--- src/rtl/mult_div_unit_pkg.sv ---
// Shared definitions for the iterative multiply/divide unit: op encodings,
// FSM states, iteration count and the small sign/magnitude helpers.
package mdu_pkg;

  localparam int MDU_XLEN  = 32;
  localparam int MDU_ITERS = 32;

  typedef enum logic [1:0] {
    MDU_MULT  = 2'b00,
    MDU_MULTU = 2'b01,
    MDU_DIV   = 2'b10,
    MDU_DIVU  = 2'b11
  } mdu_op_t;

  typedef enum logic [1:0] {
    IDLE = 2'd0,
    CALC = 2'd1,
    FIX  = 2'd2
  } state_e;

  // MULT and DIV (bit 0 clear) treat their operands as two's complement.
  function automatic logic is_signed_op(mdu_op_t op);
    return ~op[0];
  endfunction

  function automatic logic [MDU_XLEN-1:0] neg32(logic [MDU_XLEN-1:0] v);
    return ~v + 1'b1;
  endfunction

  function automatic logic [2*MDU_XLEN-1:0] neg64(logic [2*MDU_XLEN-1:0] v);
    return ~v + 1'b1;
  endfunction

  function automatic logic [MDU_XLEN-1:0] magnitude(logic [MDU_XLEN-1:0] v, logic sgn_op);
    return (sgn_op && v[MDU_XLEN-1]) ? neg32(v) : v;
  endfunction

endpackage

--- src/rtl/mult_div_unit_if.sv ---
// Operand, HI/LO write and result signals between the control/register-file
// side (master) and the multiply/divide unit (slave).
interface mult_div_unit_if
  import mdu_pkg::*;
#(
  parameter int WIDTH = MDU_XLEN
);
  logic             start;
  mdu_op_t          op;
  logic [WIDTH-1:0] rs_val;
  logic [WIDTH-1:0] rt_val;
  logic             hi_we;
  logic             lo_we;
  logic [WIDTH-1:0] wd;
  logic             busy;
  logic             done;
  logic [WIDTH-1:0] hi;
  logic [WIDTH-1:0] lo;

  modport master (
    output start, op, rs_val, rt_val, hi_we, lo_we, wd,
    input  busy, done, hi, lo
  );

  modport slave (
    input  start, op, rs_val, rt_val, hi_we, lo_we, wd,
    output busy, done, hi, lo
  );
endinterface

--- src/rtl/mult_div_unit.sv ---
// Iterative MIPS multiply/divide unit owning HI/LO: 32 shift-add or restoring
// divide steps on operand magnitudes, then a sign fix-up cycle.
module mult_div_unit
  import mdu_pkg::*;
#(
  parameter int WIDTH = MDU_XLEN
) (
  input  logic            clk,
  input  logic            rst,
  mult_div_unit_if.slave  bus
);

  state_e             state, state_nxt;
  mdu_op_t            op_q;
  logic [WIDTH-1:0]   a_orig, a_mag, b_mag;
  logic               res_neg, rem_neg;
  logic [2*WIDTH-1:0] acc, acc_nxt;
  logic [4:0]         cnt;
  logic [WIDTH-1:0]   hi_q, lo_q, res_hi, res_lo;
  logic               done_q, busy;
  logic               is_div, sgn_op;
  logic [WIDTH:0]     mul_sum, div_shift, div_diff;
  logic [2*WIDTH-1:0] prod;

  assign is_div = (op_q == MDU_DIV) || (op_q == MDU_DIVU);
  assign sgn_op = is_signed_op(bus.op);

  // State register.
  always_ff @(posedge clk or posedge rst) begin
    // NOTE: non-blocking assignments keep every register sampling pre-edge values.
    if (rst) state <= IDLE;
    else     state <= state_nxt;
  end

  // Next-state logic.
  always_comb begin
    // NOTE: defaulting every comb output first prevents latch inference.
    state_nxt = state;
    case (state)
      IDLE:    if (bus.start) state_nxt = CALC;
      CALC:    if (cnt == 5'(MDU_ITERS - 1)) state_nxt = FIX;
      FIX:     state_nxt = IDLE;
      default: state_nxt = IDLE;
    endcase
  end

  // Output logic.
  always_comb begin
    busy = (state != IDLE);
  end

  // One iteration: multiply adds into the upper half and shifts right; divide
  // shifts the next dividend bit into the remainder and trial-subtracts.
  always_comb begin
    mul_sum   = {1'b0, acc[2*WIDTH-1:WIDTH]} + (b_mag[0] ? {1'b0, a_mag} : '0);
    div_shift = {acc[2*WIDTH-1:WIDTH], a_mag[5'd31 - cnt]};
    div_diff  = div_shift - {1'b0, b_mag};
    if (!is_div)
      acc_nxt = {mul_sum, acc[WIDTH-1:1]};
    else if (div_diff[WIDTH])
      acc_nxt = {div_shift[WIDTH-1:0], acc[WIDTH-2:0], 1'b0};
    else
      acc_nxt = {div_diff[WIDTH-1:0], acc[WIDTH-2:0], 1'b1};
  end

  // Sign fix-up; divide by zero reports the dividend and an all-ones quotient.
  always_comb begin
    prod   = res_neg ? neg64(acc) : acc;
    res_hi = prod[2*WIDTH-1:WIDTH];
    res_lo = prod[WIDTH-1:0];
    if (is_div) begin
      if (b_mag == '0) begin
        res_hi = a_orig;
        res_lo = '1;
      end else begin
        res_hi = rem_neg ? neg32(acc[2*WIDTH-1:WIDTH]) : acc[2*WIDTH-1:WIDTH];
        res_lo = res_neg ? neg32(acc[WIDTH-1:0]) : acc[WIDTH-1:0];
      end
    end
  end

  always_ff @(posedge clk or posedge rst) begin
    if (rst) begin
      op_q    <= MDU_MULT;
      a_orig  <= '0;
      a_mag   <= '0;
      b_mag   <= '0;
      res_neg <= 1'b0;
      rem_neg <= 1'b0;
      acc     <= '0;
      cnt     <= '0;
      hi_q    <= '0;
      lo_q    <= '0;
      done_q  <= 1'b0;
    end else begin
      done_q <= (state == FIX);
      case (state)
        IDLE: begin
          if (bus.start) begin
            op_q    <= bus.op;
            a_orig  <= bus.rs_val;
            a_mag   <= magnitude(bus.rs_val, sgn_op);
            b_mag   <= magnitude(bus.rt_val, sgn_op);
            res_neg <= sgn_op & (bus.rs_val[WIDTH-1] ^ bus.rt_val[WIDTH-1]);
            rem_neg <= sgn_op & bus.rs_val[WIDTH-1];
            acc     <= '0;
            cnt     <= '0;
          end
          if (bus.hi_we) hi_q <= bus.wd;
          if (bus.lo_we) lo_q <= bus.wd;
        end
        CALC: begin
          acc <= acc_nxt;
          cnt <= cnt + 5'd1;
          if (!is_div) b_mag <= b_mag >> 1;
        end
        FIX: begin
          hi_q <= res_hi;
          lo_q <= res_lo;
        end
        default: ;
      endcase
    end
  end

  assign bus.busy = busy;
  assign bus.done = done_q;
  assign bus.hi   = hi_q;
  assign bus.lo   = lo_q;

endmodule

--- src/flat_wrapper.sv ---
// flat-port wrapper written by rule: the top's interface ports become plain ports
module mult_div_unit_flat import mdu_pkg::*;
#(
  parameter int WIDTH = MDU_XLEN
)
  (clk, rst, bus_start, bus_op, bus_rs_val, bus_rt_val, bus_hi_we, bus_lo_we, bus_wd, bus_busy, bus_done, bus_hi, bus_lo);
  mult_div_unit_if #(.WIDTH(WIDTH)) bus_i ();
  input  logic clk;
  input  logic rst;
  input wire logic [$bits(bus_i.start)-1:0] bus_start;
  input wire logic [$bits(bus_i.op)-1:0] bus_op;
  input wire logic [$bits(bus_i.rs_val)-1:0] bus_rs_val;
  input wire logic [$bits(bus_i.rt_val)-1:0] bus_rt_val;
  input wire logic [$bits(bus_i.hi_we)-1:0] bus_hi_we;
  input wire logic [$bits(bus_i.lo_we)-1:0] bus_lo_we;
  input wire logic [$bits(bus_i.wd)-1:0] bus_wd;
  output wire logic [$bits(bus_i.busy)-1:0] bus_busy;
  output wire logic [$bits(bus_i.done)-1:0] bus_done;
  output wire logic [$bits(bus_i.hi)-1:0] bus_hi;
  output wire logic [$bits(bus_i.lo)-1:0] bus_lo;
  assign bus_i.start = bus_start;
  assign bus_i.op = bus_op;
  assign bus_i.rs_val = bus_rs_val;
  assign bus_i.rt_val = bus_rt_val;
  assign bus_i.hi_we = bus_hi_we;
  assign bus_i.lo_we = bus_lo_we;
  assign bus_i.wd = bus_wd;
  assign bus_busy = bus_i.busy;
  assign bus_done = bus_i.done;
  assign bus_hi = bus_i.hi;
  assign bus_lo = bus_i.lo;
  mult_div_unit #(.WIDTH(WIDTH)) u_core (.clk(clk), .rst(rst), .bus(bus_i));
endmodule
--- config.mk ---
export PLATFORM = sky130hd
export DESIGN_NAME = mult_div_unit_flat
export DESIGN_NICKNAME = d
export VERILOG_FILES = /design/src/rtl/mult_div_unit_pkg.sv /design/src/rtl/mult_div_unit_if.sv /design/src/rtl/mult_div_unit.sv /design/src/flat_wrapper.sv
export SDC_FILE = /design/constraint.sdc
export NUM_CORES = 1
export LEC_CHECK = 0
export ABC_CLOCK_PERIOD_IN_PS = 9500
export CAP_MARGIN = 20
export CORE_ASPECT_RATIO = 0.7
export CORE_MARGIN = 5
export CORE_UTILIZATION = 55
export CTS_CLUSTER_DIAMETER = 200
export DETAILED_ROUTE_END_ITERATION = 8
export PLACE_DENSITY = 0.84
export SYNTH_ARGS = -nofsm -noshare
export SYNTH_HDL_FRONTEND = slang
export SYNTH_SLANG_ARGS = --single-unit
--- constraint.sdc ---
create_clock -name clk -period 9.5 [get_ports clk]
set_input_delay 1.9 -clock clk [delete_from_list [all_inputs] [get_ports clk]]
set_output_delay 1.9 -clock clk [all_outputs]
set_load 0.02 [all_outputs]
Word-level counts from Yosys, hierarchy flattened --
Cells that the tools add are included.
Storage, ports and cells: register bits 236
Cells by class: equality and inequality tests 10, muxes and demuxes 28, bitwise operators 9, reductions and logical operators 14, order comparisons 1, add/subtract/negate cells 9
Operators with widths (number):
- two-way mux 32 bit | 13
- two-way mux 64 bit | 4
- one-hot mux 32 bit (2 select lines) | 3
- adder 32 x 1 -> 32 bit, second input constant | 4
- NOT 32 bit | 4
- one-hot mux 64 bit (2 select lines) | 1
- adder 64 x 1 -> 64 bit, second input constant | 1
- NOT 64 bit | 1
- adder 32 x 33 -> 33 bit | 1
- subtractor 33 x 32 -> 33 bit | 1
- logical NOT 32 bit | 1
- one-hot mux 5 bit (2 select lines) | 1
- AND reduction 2 bit | 5
- != test 2 bit, second input constant | 4
- == test 2 bit, second input constant | 3
- < comparator 5 x 6 -> 1 bit, second input constant | 1
- nonzero test 2 bit | 3
- adder 5 x 1 -> 5 bit, second input constant | 1
- binary-select mux 1 bit (select 5 bit) | 1
- == test 5 bit, second input constant | 1
- two-way mux 5 bit | 1
- subtractor 5 bit, first input constant | 1
- two-way mux 2 bit | 2
- one-hot mux 2 bit (2 select lines) | 1
- other kinds (10) | 12

Depth between registers and ports, before layout --
Gate-level depths: netlist of run 1.
depth in word-level cells 7, depth in mapped cells 18, gate-level depth less buffers 15

Least setup slack after synthesis of run 1 --
No wires, ideal clock.
path kind register to register, from register u_core.cnt[0], to register u_core.acc[58], path buffers 2, clock period less this slack 4764 ps, cell stages (with the launch flop) 18, path slack 4736 ps, data arrival time 4621 ps, cells stage by stage dfrtp_1 -> buf_1 -> mux4_2 -> mux4_2 -> mux2i_1 -> ha_1 -> inv_1 -> fa_1 -> a211oi_1 -> o21ai_0 -> o2111ai_1 -> a31oi_1 -> o31ai_1 -> xnor2_2 -> buf_2 -> nor2_1 -> a2111oi_0 -> o21ai_0
On the way: word-level cells in the longest chain between the ends 7
Ends and longest elaborated chain:
- from (decl) | RTL line mult_div_unit.sv:18 | logic [4:0] cnt;
- from (signal assigned) | RTL line mult_div_unit.sv:114 | cnt <= cnt + 5'd1;
- subtractor 5 bit | RTL line mult_div_unit.sv:56 | div_shift = {acc[2*WIDTH-1:WIDTH], a_mag[5'd31 - cnt]};
- binary-select mux 1 bit (select 5 bit) | RTL line mult_div_unit.sv:56
- two-way mux 1 bit (implied by the code) | RTL line mult_div_unit.sv:56
- subtractor 33 x 32 -> 33 bit | RTL line mult_div_unit.sv:57 | div_diff = div_shift - {1'b0, b_mag};
- two-way mux 64 bit | RTL line mult_div_unit.sv:60 | else if (div_diff[WIDTH])
- two-way mux 64 bit | RTL line mult_div_unit.sv:58 | if (!is_div)
- one-hot mux 64 bit (2 select lines) | RTL line mult_div_unit.sv:97 | case (state)
- to (signal assigned) | RTL line mult_div_unit.sv:113 | acc <= acc_nxt;
- to (decl) | RTL line mult_div_unit.sv:17 | logic [2*WIDTH-1:0] acc, acc_nxt;
Every way passes these cells. The select of a mux whose other input is x is not followed. A chain may end at the register's enable or synchronous reset.

Worst setup path in the final report of run 1 --
from register u_core.cnt[0], to register u_core.acc[41]
The elaborated chain is that of the path after synthesis.

==> results of run 1 <==
layer usage:
metal	vias up	track usage, %
met5	-	0
met4	6	7.96
met3	121	11.6
met2	1018	45.7
met1	8497	50.1
li1	8014	-
critical path, stage by stage, from the launching register on:
cell,delay [ns]
dfrtp_1,0.78
mux4_2,0.60
mux4_2,0.55
mux2i_1,0.28
ha_1,0.23
inv_1,0.06
fa_1,0.43
a211oi_1,0.22
o21ai_0,0.25
o2111ai_1,0.32
a31oi_1,0.23
o31ai_1,0.57
xnor2_4,0.34
buf_4,0.44
mux2_2,0.37
a21oi_1,0.13
o21ai_0,0.08
layout make-up:
class / count / share of cell area (%)
inverters: 62 / 1.18
well taps: 420 / 2.58
flip-flops and latches: 234 / 28.8
clock buffers: 32 / 3.40
diodes: 3 / 0.0369
repair buffers: 194 / 9.32
clock inverters: 13 / 0.621
multi-input cells: 1734 / 54.1
state kept, by name, summed over array words and instances, names as in the netlist, 2 cells and up:
| register | count |
|---|---|
| u_core.a_mag | 31 |
| u_core.a_orig | 32 |
| u_core.acc | 64 |
| u_core.b_mag | 32 |
| u_core.bus.hi | 32 |
| u_core.bus.lo | 32 |
| u_core.cnt | 5 |
| u_core.state | 2 |
synth_stat cells, types with 6 or more instances:
cell	count	area, µm²
nor4_1	22	138
o41ai_1	11	96.3
dfrtp_1	234	5860
a221oi_1	16	140
nand2b_1	15	93.8
a21o_1	26	195
a22oi_1	12	90.1
nor3_1	30	150
nor2b_1	9	56.3
or4_1	13	97.6
and3_1	12	75.1
nand3_1	81	405
and2_1	39	244
buf_1	8	30.0
buf_2	6	30.0
xor2_1	88	771
mux4_2	10	225
clkbuf_1	130	488
ha_1	70	876
a31oi_1	15	93.8
o21a_1	7	52.6
o22ai_1	47	294
nand4_1	12	75.1
o21bai_1	11	82.6
nand2_1	303	1140
o211ai_1	42	315
a211o_1	6	52.6
a211oi_1	15	113
mux2i_1	57	571
a21oi_1	141	706
or3_1	21	131
o31ai_1	27	203
inv_1	61	229
o221ai_1	8	70.1
nor2_1	125	469
xnor2_1	87	762
o21ai_0	268	1340
how the worst max path moves through the flow:
| stage | startpoint | endpoint | slack, ns | cells after the start |
|---|---|---|---|---|
| floorplan | rst | u_core.a_mag[10] | 1.18 | 1 |
| global placement | u_core.cnt[0] | u_core.acc[41] | 3.54 | 16 |
| detailed placement | u_core.cnt[0] | u_core.acc[41] | 3.51 | 16 |
| CTS | u_core.cnt[0] | u_core.acc[41] | 3.51 | 16 |
| global route | u_core.cnt[0] | u_core.acc[41] | 3.13 | 16 |
| finish | u_core.cnt[0] | u_core.acc[41] | 3.43 | 16 |
stage by stage:
stage          area, µm²  std cells  total power (W)  worst slack [ns]  hold slack [ns]
2_1_floorplan      17600       2174          0.00556              1.18            0.440
3_3_place_gp       19500       2643          0.00693              3.54            0.460
3_5_place_dp       19500       2643          0.00708              3.51            0.469
4_1_cts            20300       2688          0.00812              3.51            0.484
5_1_grt            20400       2692          0.00882              3.13            0.508
6_report           20400       2692          0.00828              3.43            0.478
kinds of logic (layout without fill, tap and decap cells):
kind of cell / count (synthesis) / in the layout / synth area share, %
other cells: 0 / 3 / 0
compound gates: 698 / 698 / 24.1
fa+ha+maj: 72 / 72 / 5.20
xor+xnor: 176 / 176 / 8.80
simple gates: 718 / 718 / 19.4
buf+inv: 206 / 301 / 4.44
mux: 70 / 70 / 4.71
flops: 234 / 234 / 33.3
power groups by stage:
stage	clock, W	combinational, W	sequential (W)
after floorplan	0	0.00361	0.00195
after global placement	0	0.00482	0.00211
after detailed placement	0	0.00494	0.00214
after CTS	0.00102	0.00498	0.00213
after global routing	0.00106	0.00556	0.00221
final	0.00102	0.00510	0.00217
==> metrics, run 1 <==
status finished, final reports clean; Worst-path clk slew 0.07 ns; Area growth syn-to-layout 15.7%; Max Cap Viol 0; area of the multi-input gates 11000 µm²; Tightest Pin Transition 1.17 ns; initial antenna violation count 6; Combinational Power Share 61.6%; Syn Std Cell Area 17600 µm²; die area 35700 µm²; via count 17700; most frequent cells in the layout nand2_1 (302), o21ai_0 (268), dfrtp_1 (233); top sig layer met5; later-pin clock latency in the skew report 0.55 ns; Yosys cell types 78; path type of the worst setup path flop to flop; minimum clock period 6.07 ns; Tcrit/Tclk final 63.9%; leakage power about 8.4 nW; drt total wl 61800 µm; CP startpoint kind flop; PD cells ~400 nW/µm²; Tot GR Track Use 33.2%; # H-tree levels 1; peak fanout along the critical path 26; Final Hold Fails 0; asr flop ratio synth 100%; R2R Path Start u_core.cnt[0]; Die Y 160 µm; Initial Utilization 56.1%; CTS tree done; Reg area between 5000 and 6000 µm²; Detail Route Antenna Nets 0; number of fillers in the final layout 2671; Slew HR 21.7%; postcts setup bufs 0; synthesized net count 2349; CTS sink count 234; core region area 31400 µm²; commonest non-fill, non-tap cell in the layout nand2_1; routability-driven placement congestion ratio 1.02; final clock skew roughly 0.017 ns; total grt overflow 0; syn avg cell area about 8.1 µm²; Slew Viols, Final 0; RSZ-0062 raised after global routing no; Yosys reg bits between 200 and 250; Post-Syn Instances 2174; post_cts resized 0; FMAX 0.165 GHz; ys flop type dfrtp_1; worst hold path startpoint u_core.bus.lo[23]; reg2reg end u_core.acc[41]; vias in the first global route 16700; CTS Buf Count 25; Ports 169; Setup TNS 0 ns; CTS Hold Bufs 0; layout net count 2426; Die Wd ~220 µm; CP endpoint kind flop; Final Setup Violations 0; critical path arrival 6.47 ns; CTS root buf clkbuf_16; Hold Path Sink u_core.bus.lo[23]; Reg power frac between 20% and 30%; VDD IR max between 0.0002 and 0.00025 V; Req. time, crit path 9.90 ns; share of cells above drive strength 1 5.24%; Min-Delay Path Depth 2; Vias per Instance roughly 6.6; wire per inst 23.0 µm; Clk pwr share between 10% and 20%; Synth Warn # 0; DR DRC count 0; PortBufs around 170; global-route wire length before repair 95500 µm; worst min path class flop to flop; Met1 Wirelength 27000 µm; DR WL met3 8250 µm; EDFF count, synth 0; R2R setup slack 3.43 ns; depth of the worst register-to-register path 16; fin util about two thirds; P_int 0.00414 W; metal2 WL approximately 25000 µm; std cell rows between 50 and 60; largest net degree at the start of global routing 86; 1st-pass router iterations 7; clk buf depth 3; Switching Share 50.0%; Detail Placement HPWL 45600 µm; Initial DRC Count roughly 2300; P_sw 0.00414 W; sequential share of the synthesized area 33.3%
(Power assumes the default switching activity.)
==> run 2: changes to the inputs <==
Settings changed: ABC_CLOCK_PERIOD_IN_PS 9500 to 5700.
Clock period 9.5 ns to 5.7 ns, I/O delays scaled along.
==> run 2 against run 1 <==
  * Critical endpoint is now u_core.acc[56]
  * Core utilization grew 0.68 points
  * Clock skew grew 0.0029 ns
  * Register-to-register slack lost 3.2 ns
  * Final cell count grew 0.48%
  * First-iteration DRC count grew 13%
  * Count of clock-buffer cells in the layout grew 4
  * Critical path depth grew 2
  * Flip-flop and latch count is the same
  * Via count grew 2.0%
  * Non-clock buffer count grew 12
==> metrics, run 2 (synthesis results as in run 1) <==
status finished, final reports clean; Max Cap Viol 0 (unchanged); leakage power 8.54 nW (+1.3%); largest reg by FF count u_core.acc; Ports 169 (unchanged); CTS Hold Bufs 0 (unchanged); vias in the first global route 16900 (+1.4%); Die Wd 224 µm (unchanged); P_sw 0.00698 W (+69%); clk buf depth 3 (unchanged); max reg flops 64 (unchanged); drt total wl 62500 µm (+1.0%); Final Hold Fails 0 (unchanged); Final Setup Violations 0 (unchanged); 1st-pass router iterations 7 (unchanged); Min-Delay Path Depth 2 (unchanged); std cell rows 54 (unchanged); core region area 31400 µm² (unchanged); global-route wire length before repair 97800 µm (+2.3%); Slew HR 25.5% (+3.7 points); post_cts resized 0 (unchanged); via count 18000 (+2.0%); Reg area 5860 µm² (unchanged); minimum clock period 5.43 ns (-0.636 ns); CTS tree done; CP startpoint kind flop; peak fanout along the critical path 12 (-54%); dpl ws 0.402 ns (-3.11 ns); DR DRC count 0 (unchanged); final setup margin 0.266 ns (-3.16 ns); die area 35700 µm² (unchanged); Tot GR Track Use 33.9% (+0.71 points); Detail Placement HPWL 46600 µm (+2.2%); CP endpoint kind flop; final clock skew 0.0194 ns (+0.00291 ns); PD cells 690 nW/µm² (+70%); CTS sink count 234 (unchanged); Area growth syn-to-layout 16.9%; VDD IR max 0.000329 V (+57%); Tightest Pin Transition 1.11 ns (-0.0559 ns); Slew Viols, Final 0 (unchanged); critical path arrival 5.83 ns (-0.64 ns); Tcrit/Tclk final 95.3% (+31 points); Combinational Power Share 61.6% (about the same); routability-driven placement congestion ratio 0.992 (-2.4%); path type of the worst setup path flop to flop; # H-tree levels 1 (unchanged); FMAX 0.184 GHz (+12%); Reg power frac 25.0% (-1.2 points); Worst-path clk slew 0.06 ns (about the same); postcts setup bufs 0 (unchanged); most frequent cells in the layout nand2_1 (302), o21ai_0 (268), dfrtp_1 (233); area of the multi-input gates 11000 µm² (about the same); Power Total 0.0142 W (+71%); wire per inst 23.1 µm (+0.55%); PortBufs 168 (unchanged); depth of the worst register-to-register path 18 (+2); Die Y 160 µm (unchanged); Req. time, crit path 6.10 ns (-3.80 ns); RSZ-0062 raised after global routing no; number of fillers in the final layout 2650 (-0.79%); Clk pwr share 13.5% (+1.2 points); commonest non-fill, non-tap cell in the layout nand2_1; largest net degree at the start of global routing 151 (+76%); Detail Route Antenna Nets 0 (unchanged); worst min path class flop to flop; Setup TNS 0 ns (unchanged); layout net count 2440 (+0.58%); share of cells above drive strength 1 5.74% (+0.49 points); initial antenna violation count 4 (-2); later-pin clock latency in the skew report 0.56 ns (about the same); P_int 0.00722 W (+74%); Initial DRC Count 2562 (+13%); CTS Buf Count 27 (+8.0%); total grt overflow 0 (unchanged); Vias per Instance 6.66 (+1.5%); Initial Utilization 56.1% (unchanged); CTS root buf clkbuf_16; Switching Share 49.2% (-0.82 points)
[run 2: cell types whose count changed in the layout (fill, tap and decap cells not counted), moves of 2 or more]
cell       before  now
clkbuf_1        3    5
clkbuf_16      25   27
clkinv_2        7    3
bufinv_16       2    5
buf_4          25   36
buf_12          0    2
diode_2         3    1
[run 2: per-stage QoR]
step	hold slack (ns)	util, %	cells	area [µm²]
2_1_floorplan	0.440	-	2174	17600
3_3_place_gp	0.461	62.6	2656	19600
3_5_place_dp	0.464	62.6	2656	19600
4_1_cts	0.480	65.6	2704	20600
5_1_grt	0.498	65.6	2705	20600
6_report	0.477	65.6	2705	20600
[run 2: path summary, 6_finish.rpt]
| check | startpoint | endpoint | slack (ns) |
|---|---|---|---|
| max in group asynchronous | rst | u_core.op_q[1] | 3.54 |
| min in group asynchronous | rst | u_core.acc[1] | 0.94 |
| worst min-delay path | u_core.bus.lo[8] | u_core.bus.lo[8] | 0.48 |
| worst max register to register | u_core.cnt[0] | u_core.acc[56] | 0.27 |
| worst max-delay path | u_core.cnt[0] | u_core.acc[56] | 0.27 |
| worst min register to register | u_core.bus.lo[8] | u_core.bus.lo[8] | 0.48 |
[run 2: layout make-up]
cell class	count	area share [%]
sequential	234	28.5
clock buffer	36	3.64
antenna	1	0.0122
clock inverter	12	0.967
timing repair buffer	206	9.68
tap	420	2.55
multi-input combinational	1734	53.5
inverter	62	1.15
[run 2: layer usage]
layer	track usage [%]	vias up	routed length, µm
met2	46.2	1150	25000
met5	0	-	28
met1	52.2	8639	27300
met4	8.93	6	1920
li1	-	8045	-
met3	10.2	165	8220
[run 2: critical path, cell delays in order, from the launching register on]
cell       delay (ns)
dfrtp_1          0.46
buf_12           0.18
mux4_2           0.51
mux4_2           0.53
mux2i_1          0.38
ha_1             0.26
inv_1            0.06
fa_1             0.43
a211oi_1         0.22
o21ai_0          0.22
o2111ai_1        0.32
a31oi_1          0.24
o31ai_1          0.28
buf_4            0.17
xnor2_4          0.18
buf_4            0.26
buf_4            0.20
mux2i_1          0.21
o221ai_1         0.15
[run 2: power by group through the flow]
stage | Sequential [W] | Combinational, W | Clock, W
2_1_floorplan | 0.00326 | 0.00602 | 0
3_3_place_gp | 0.00346 | 0.00827 | 0
3_5_place_dp | 0.00350 | 0.00848 | 0
4_1_cts | 0.00348 | 0.00854 | 0.00192
5_1_grt | 0.00361 | 0.00955 | 0.00199
6_report | 0.00354 | 0.00874 | 0.00192
